**src/rtl/c17_bist_pkg.sv**
```systemverilog
// -----------------------------------------------------------------------------
// c17_bist_pkg
// Shared constants for the c17 BIST controller: datapath widths, default
// LFSR seed / MISR polynomial, and the controller state encoding.
// No ports (package).
// -----------------------------------------------------------------------------
package c17_bist_pkg;

  localparam int unsigned LFSR_W = 5;
  localparam int unsigned MISR_W = 8;

  localparam logic [LFSR_W-1:0] DEFAULT_SEED      = 5'b00001;
  localparam logic [MISR_W-1:0] DEFAULT_MISR_POLY = 8'h1D;

  // Controller states: IDLE, RUN, DONE
  localparam logic [1:0] S_IDLE = 2'd0;
  localparam logic [1:0] S_RUN  = 2'd1;
  localparam logic [1:0] S_DONE = 2'd2;

endpackage

```
**src/rtl/c17_bist_ctrl_c17.sv**
```systemverilog
// -----------------------------------------------------------------------------
// c17_bist_ctrl_c17
// ISCAS-85 c17 benchmark netlist: six 2-input NAND gates, purely combinational.
// Ports:
//   i_g1, i_g2, i_g3, i_g6, i_g7  in   primary inputs G1..G7
//   o_g22, o_g23                  out  primary outputs G22, G23
// -----------------------------------------------------------------------------
module c17_bist_ctrl_c17 (
  input  logic i_g1,
  input  logic i_g2,
  input  logic i_g3,
  input  logic i_g6,
  input  logic i_g7,
  output logic o_g22,
  output logic o_g23
);

  logic w_g10;
  logic w_g11;
  logic w_g16;
  logic w_g19;

  assign w_g10 = ~(i_g1 & i_g3);
  assign w_g11 = ~(i_g3 & i_g6);
  assign w_g16 = ~(i_g2 & w_g11);
  assign w_g19 = ~(w_g11 & i_g7);
  assign o_g22 = ~(w_g10 & w_g16);
  assign o_g23 = ~(w_g16 & w_g19);

endmodule

```
**src/rtl/c17_bist_ctrl.sv**
```systemverilog
// -----------------------------------------------------------------------------
// c17_bist_ctrl
// BIST harness for the c17 netlist. A 5-bit LFSR (x^5+x^3+1) drives the c17
// inputs, G23/G22 are compacted into an 8-bit MISR, and the final signature is
// compared against a golden value at the end of the run.
// Parameters:
//   NUM_PATTERNS  patterns applied per run (1..31)
//   SEED          nonzero LFSR load value
//   MISR_POLY     MISR feedback taps, XORed in when misr[7] is set
// Ports:
//   clock      in   rising-edge clock
//   reset      in   synchronous active-high reset
//   start      in   begins a run from IDLE or DONE; ignored during RUN
//   golden     in   expected signature, sampled on the RUN->DONE edge
//   busy       out  high in RUN
//   done       out  high in DONE
//   pass       out  signature matched golden (valid while done)
//   signature  out  current MISR contents
//   pattern    out  current LFSR value = {G1,G2,G3,G6,G7}
// -----------------------------------------------------------------------------
module c17_bist_ctrl
  import c17_bist_pkg::*;
#(
  parameter int unsigned        NUM_PATTERNS = 31,
  parameter logic [LFSR_W-1:0]  SEED         = DEFAULT_SEED,
  parameter logic [MISR_W-1:0]  MISR_POLY    = DEFAULT_MISR_POLY
) (
  input  logic              clock,
  input  logic              reset,
  input  logic              start,
  input  logic [MISR_W-1:0] golden,
  output logic              busy,
  output logic              done,
  output logic              pass,
  output logic [MISR_W-1:0] signature,
  output logic [LFSR_W-1:0] pattern
);

  localparam logic [LFSR_W-1:0] LAST_COUNT = LFSR_W'(NUM_PATTERNS - 1);

  logic [1:0]        r_state;
  logic [LFSR_W-1:0] r_lfsr;
  logic [MISR_W-1:0] r_misr;
  logic [LFSR_W-1:0] r_count;
  logic              r_pass;

  logic              w_g22;
  logic              w_g23;
  logic [LFSR_W-1:0] w_lfsr_next;
  logic [MISR_W-1:0] w_misr_next;

  c17_bist_ctrl_c17 u_c17 (
    .i_g1  (r_lfsr[4]),
    .i_g2  (r_lfsr[3]),
    .i_g3  (r_lfsr[2]),
    .i_g6  (r_lfsr[1]),
    .i_g7  (r_lfsr[0]),
    .o_g22 (w_g22),
    .o_g23 (w_g23)
  );

  assign w_lfsr_next = {r_lfsr[LFSR_W-2:0], r_lfsr[4] ^ r_lfsr[2]};
  assign w_misr_next = {r_misr[MISR_W-2:0], 1'b0}
                     ^ (r_misr[MISR_W-1] ? MISR_POLY : '0)
                     ^ {{(MISR_W-2){1'b0}}, w_g23, w_g22};

  always_ff @(posedge clock) begin
    if (reset) begin
      r_state <= S_IDLE;
      r_lfsr  <= SEED;
      r_misr  <= '0;
      r_count <= '0;
      r_pass  <= 1'b0;
    end else begin
      case (r_state)
        S_IDLE, S_DONE: begin
          if (start) begin
            r_state <= S_RUN;
            r_lfsr  <= SEED;
            r_misr  <= '0;
            r_count <= '0;
            r_pass  <= 1'b0;
          end
        end
        S_RUN: begin
          r_lfsr  <= w_lfsr_next;
          r_misr  <= w_misr_next;
          r_count <= r_count + 1'b1;
          // Last capture: compare the signature being written this edge.
          if (r_count == LAST_COUNT) begin
            r_state <= S_DONE;
            r_pass  <= (w_misr_next == golden);
          end
        end
        default: r_state <= S_IDLE;
      endcase
    end
  end

  assign busy      = (r_state == S_RUN);
  assign done      = (r_state == S_DONE);
  assign pass      = r_pass;
  assign signature = r_misr;
  assign pattern   = r_lfsr;

endmodule

```
**config.mk**
```make
export PLATFORM = sky130hd
export DESIGN_NAME = c17_bist_ctrl
export DESIGN_NICKNAME = d
export VERILOG_FILES = /design/src/rtl/c17_bist_pkg.sv /design/src/rtl/c17_bist_ctrl_c17.sv /design/src/rtl/c17_bist_ctrl.sv
export SDC_FILE = /design/constraint.sdc
export NUM_CORES = 1
export LEC_CHECK = 0
export ABC_CLOCK_PERIOD_IN_PS = 1500
export CORE_ASPECT_RATIO = 1.25
export CORE_UTILIZATION = 45
export DETAILED_ROUTE_END_ITERATION = 10
export GPL_ROUTABILITY_DRIVEN = 1
export PLACE_DENSITY = 0.84
export SLEW_MARGIN = 0
export SYNTH_ARGS = -nofsm -noshare
export SYNTH_HDL_FRONTEND = slang
export SYNTH_HIERARCHICAL = 1
export SYNTH_SLANG_ARGS = --single-unit
```
**constraint.sdc**
```tcl
create_clock -name clock -period 1.5 [get_ports clock]
set_input_delay 0.15 -clock clock [delete_from_list [all_inputs] [get_ports clock]]
set_output_delay 0.15 -clock clock [all_outputs]
set_load 0.02 [all_outputs]
```
==> results.json, run 1 <==
{
  "grt_pass1_wl_mm": 3.65,
  "row_count": 18,
  "grt-busiest-layer": "met2",
  "setup.worst_path.end_class": "output pin",
  "synth_mux_area_frac": 0.0220,
  "slew-limit-headroom": 0.840,
  "grt_use_met1": 0.216,
  "routed_wl_mm": 2.29,
  "ys_seq_area_frac": 0.410,
  "worstPathCellList": "clkdlybuf4s50_1",
  "gp_congestion": 0.750,
  "crit_family": "buffers and inverters",
  "finalSetupViolCount": 0,
  "dieWidth_um": 44.7,
  "post-dp-hpwl_mm": 1.66,
  "arrival_ns": 1.30,
  "status": "finished, final reports clean",
  "synth-seq-cells": 21,
  "cts_sinks": 21,
  "cp-start-kind": "flip-flop",
  "insertion_delay_ns": 0.31,
  "critPathMaxFanout": 3,
  "io_pins": 27,
  "syn_inst": 117,
  "holdBufCountCts": 0,
  "core_mm2": 0.00207,
  "drive_gt1_frac": 0.110,
  "worstMarginPinSlew_ns": 0.240,
  "yosys.area_share.simple": 0.210,
  "grt.met2_usage": 0.345,
  "synthXorXnorAreaFrac": 0.120,
  "grt_setup_unrepaired": "false",
  "firstDrtPassIters": 4,
  "synth_compound_area_frac": 0.156,
  "final_nets": 160,
  "drcViolationCount": 0,
  "avgSynthCellArea_um2": 8.77,
  "routed_via_density": 5.27,
  "vias": 928,
  "crit_required_ns": 1.35,
  "path_class": "reg -> out",
  "period_share": 0.970,
  "maxSlewViolCount": 0,
  "dieArea_mm2": 0.00248,
  "die_h_um": 55.4,
  "track_usage": 0.194,
  "antenna_cells": 0,
  "fin_setup_tns_ns": 0,
  "clkTransAtPathRegs_ns": 0.11,
  "area_delta_synth_final_pct": 31.8,
  "port_buffers": 26,
  "hold_class": "reg -> reg",
  "yosysWarningCount": 6,
  "finalPower_mw": 1.03,
  "grt_pass1_vias": 894,
  "drt_iter0_markers": 18,
  "finalHoldViolCount": 0,
  "grt_start_max_net_pins": 17,
  "postCtsSetupBuffers": 0,
  "synth_area_mm2": 0.00103,
  "met3_usage": 0.0131,
  "layout_commonest_cell": "dfxtp_1",
  "peakVddDrop_uv": 675,
  "max_freq_mhz": 687,
  "synth_nets": 130,
  "post_cts_resized": 8,
  "synth_fa_ha_area_frac": 0.0244,
  "clk_path_buf_depth": 2,
  "max_stage_delay_ns": 0.62,
  "cts-buffers-inserted": 3,
  "power_density_mw_per_mm2": 765,
  "cts_tree": "done",
  "post-route-min-period_ns": 1.45,
  "root_buffer": "clkbuf_4",
  "initial_core_util": 0.495,
  "drv_cap": 0,
  "antenna_found_initial": 0,
  "skew_ns": 0.00934,
  "wl_per_cell_um": 13.0,
  "synth_top_family_by_area": "simple AND/OR/NAND/NOR gates",
  "slowest_stage": "clkdlybuf4s50_1",
  "crit_buf_inv": 1,
  "final_antenna_net_count": 0,
  "finalCoreUtilization": 0.653,
  "h-tree-depth": 1,
  "layout_common_cells": "dfxtp_1, nor2_1, xor2_1, clkdlybuf4s50_1, nand2_1",
  "overflow": 0,
  "p_leak_nw": 0.667,
  "synth_cell_types": 31
}
[layout make-up]
type | count | area (um^2)
fill | 197 | 719
multi-input combinational | 87 | 546
sequential | 21 | 425
timing repair buffer | 32 | 308
tap | 30 | 37.5
clock buffer | 3 | 22.5
inverter | 2 | 8.76
clock inverter | 1 | 5.00
[where the power goes]
part	switching [mW]	internal (mW)	total, mW
logic	0.0941	0.0820	0.176
clock network	0.173	0.0997	0.273
registers	0.0149	0.570	0.585
total	0.282	0.752	1.03
[worst paths after layout]
kind / from / to / slack [ns] / cells past startpoint
max: signature[7] / signature[7] / 0.05 / 1
min: signature[5] / signature[5] / 0.50 / 2
max reg2reg: pattern[2] / pass / 0.08 / 6
min reg2reg: signature[5] / signature[5] / 0.50 / 2
[flip-flops by register name, summed over array words and instances (netlist names)]
register	flops
pattern	5
r_count	5
pass	1
r_state	2
signature	8
[Yosys cell counts, drive strengths merged]
cell type  count  area [um^2]
xnor2          1         8.76
or3            1         6.26
clkinv         1         5.00
or2            1         8.76
buf            5         43.8
nor2b          1         6.26
a22oi          9         67.6
a21oi          8         40.0
and2           1         8.76
xor2          13          114
nand4          3         18.8
o22ai          1         6.26
nand2         11         41.3
nor2          18         67.6
o21a           1         7.51
and3           1         6.26
o2111ai        1         8.76
dfxtp         21          420
clkbuf         2         7.51
a22o           2         17.5
nor3           2         10.0
a211oi         1         7.51
nand3          1         5.00
inv            1         3.75
nand4b         1         8.76
nand2b         4         27.5
o21ai          1         5.00
mux2           2         22.5
ha             2         25.0
[cells by family after synthesis]
logic type      after synthesis
simple gates                 45
flops                        21
buf+inv                       9
xor+xnor                     14
compound gates               24
fa+ha+maj                     2
mux                           2
[per-stage QoR]
stage / cell area (um^2) / instances / setup WS [ns] / hold WS (ns)
6_report: 1350 / 176 / 0.0453 / 0.504
5_1_grt: 1350 / 176 / 0.00188 / 0.539
3_5_place_dp: 1320 / 172 / 0.0555 / 0.490
3_3_place_gp: 1320 / 172 / 0.0724 / 0.482
4_1_cts: 1340 / 176 / 0.000486 / 0.503
2_1_floorplan: 1030 / 117 / 0.0220 / 0.331
[metal layers]
layer,vias to the layer above,routed length (um)
li1,459,-
met1,438,851
met2,26,1300
met3,5,74
met4,0,57
met5,-,0
(Power assumes the default switching activity.)
==> run 2: changes to the inputs <==
--- a/config.mk
+++ b/config.mk
@@ -11,7 +11,7 @@
 export DETAILED_ROUTE_END_ITERATION = 10
 export GPL_ROUTABILITY_DRIVEN = 1
 export PLACE_DENSITY = 0.84
-export SLEW_MARGIN = 0
+export SLEW_MARGIN = 20
 export SYNTH_ARGS = -nofsm -noshare
 export SYNTH_HDL_FRONTEND = slang
 export SYNTH_HIERARCHICAL = 1
==> results of run 2 <==
The final DEF is identical to that of run 1; final timing and power are the same.
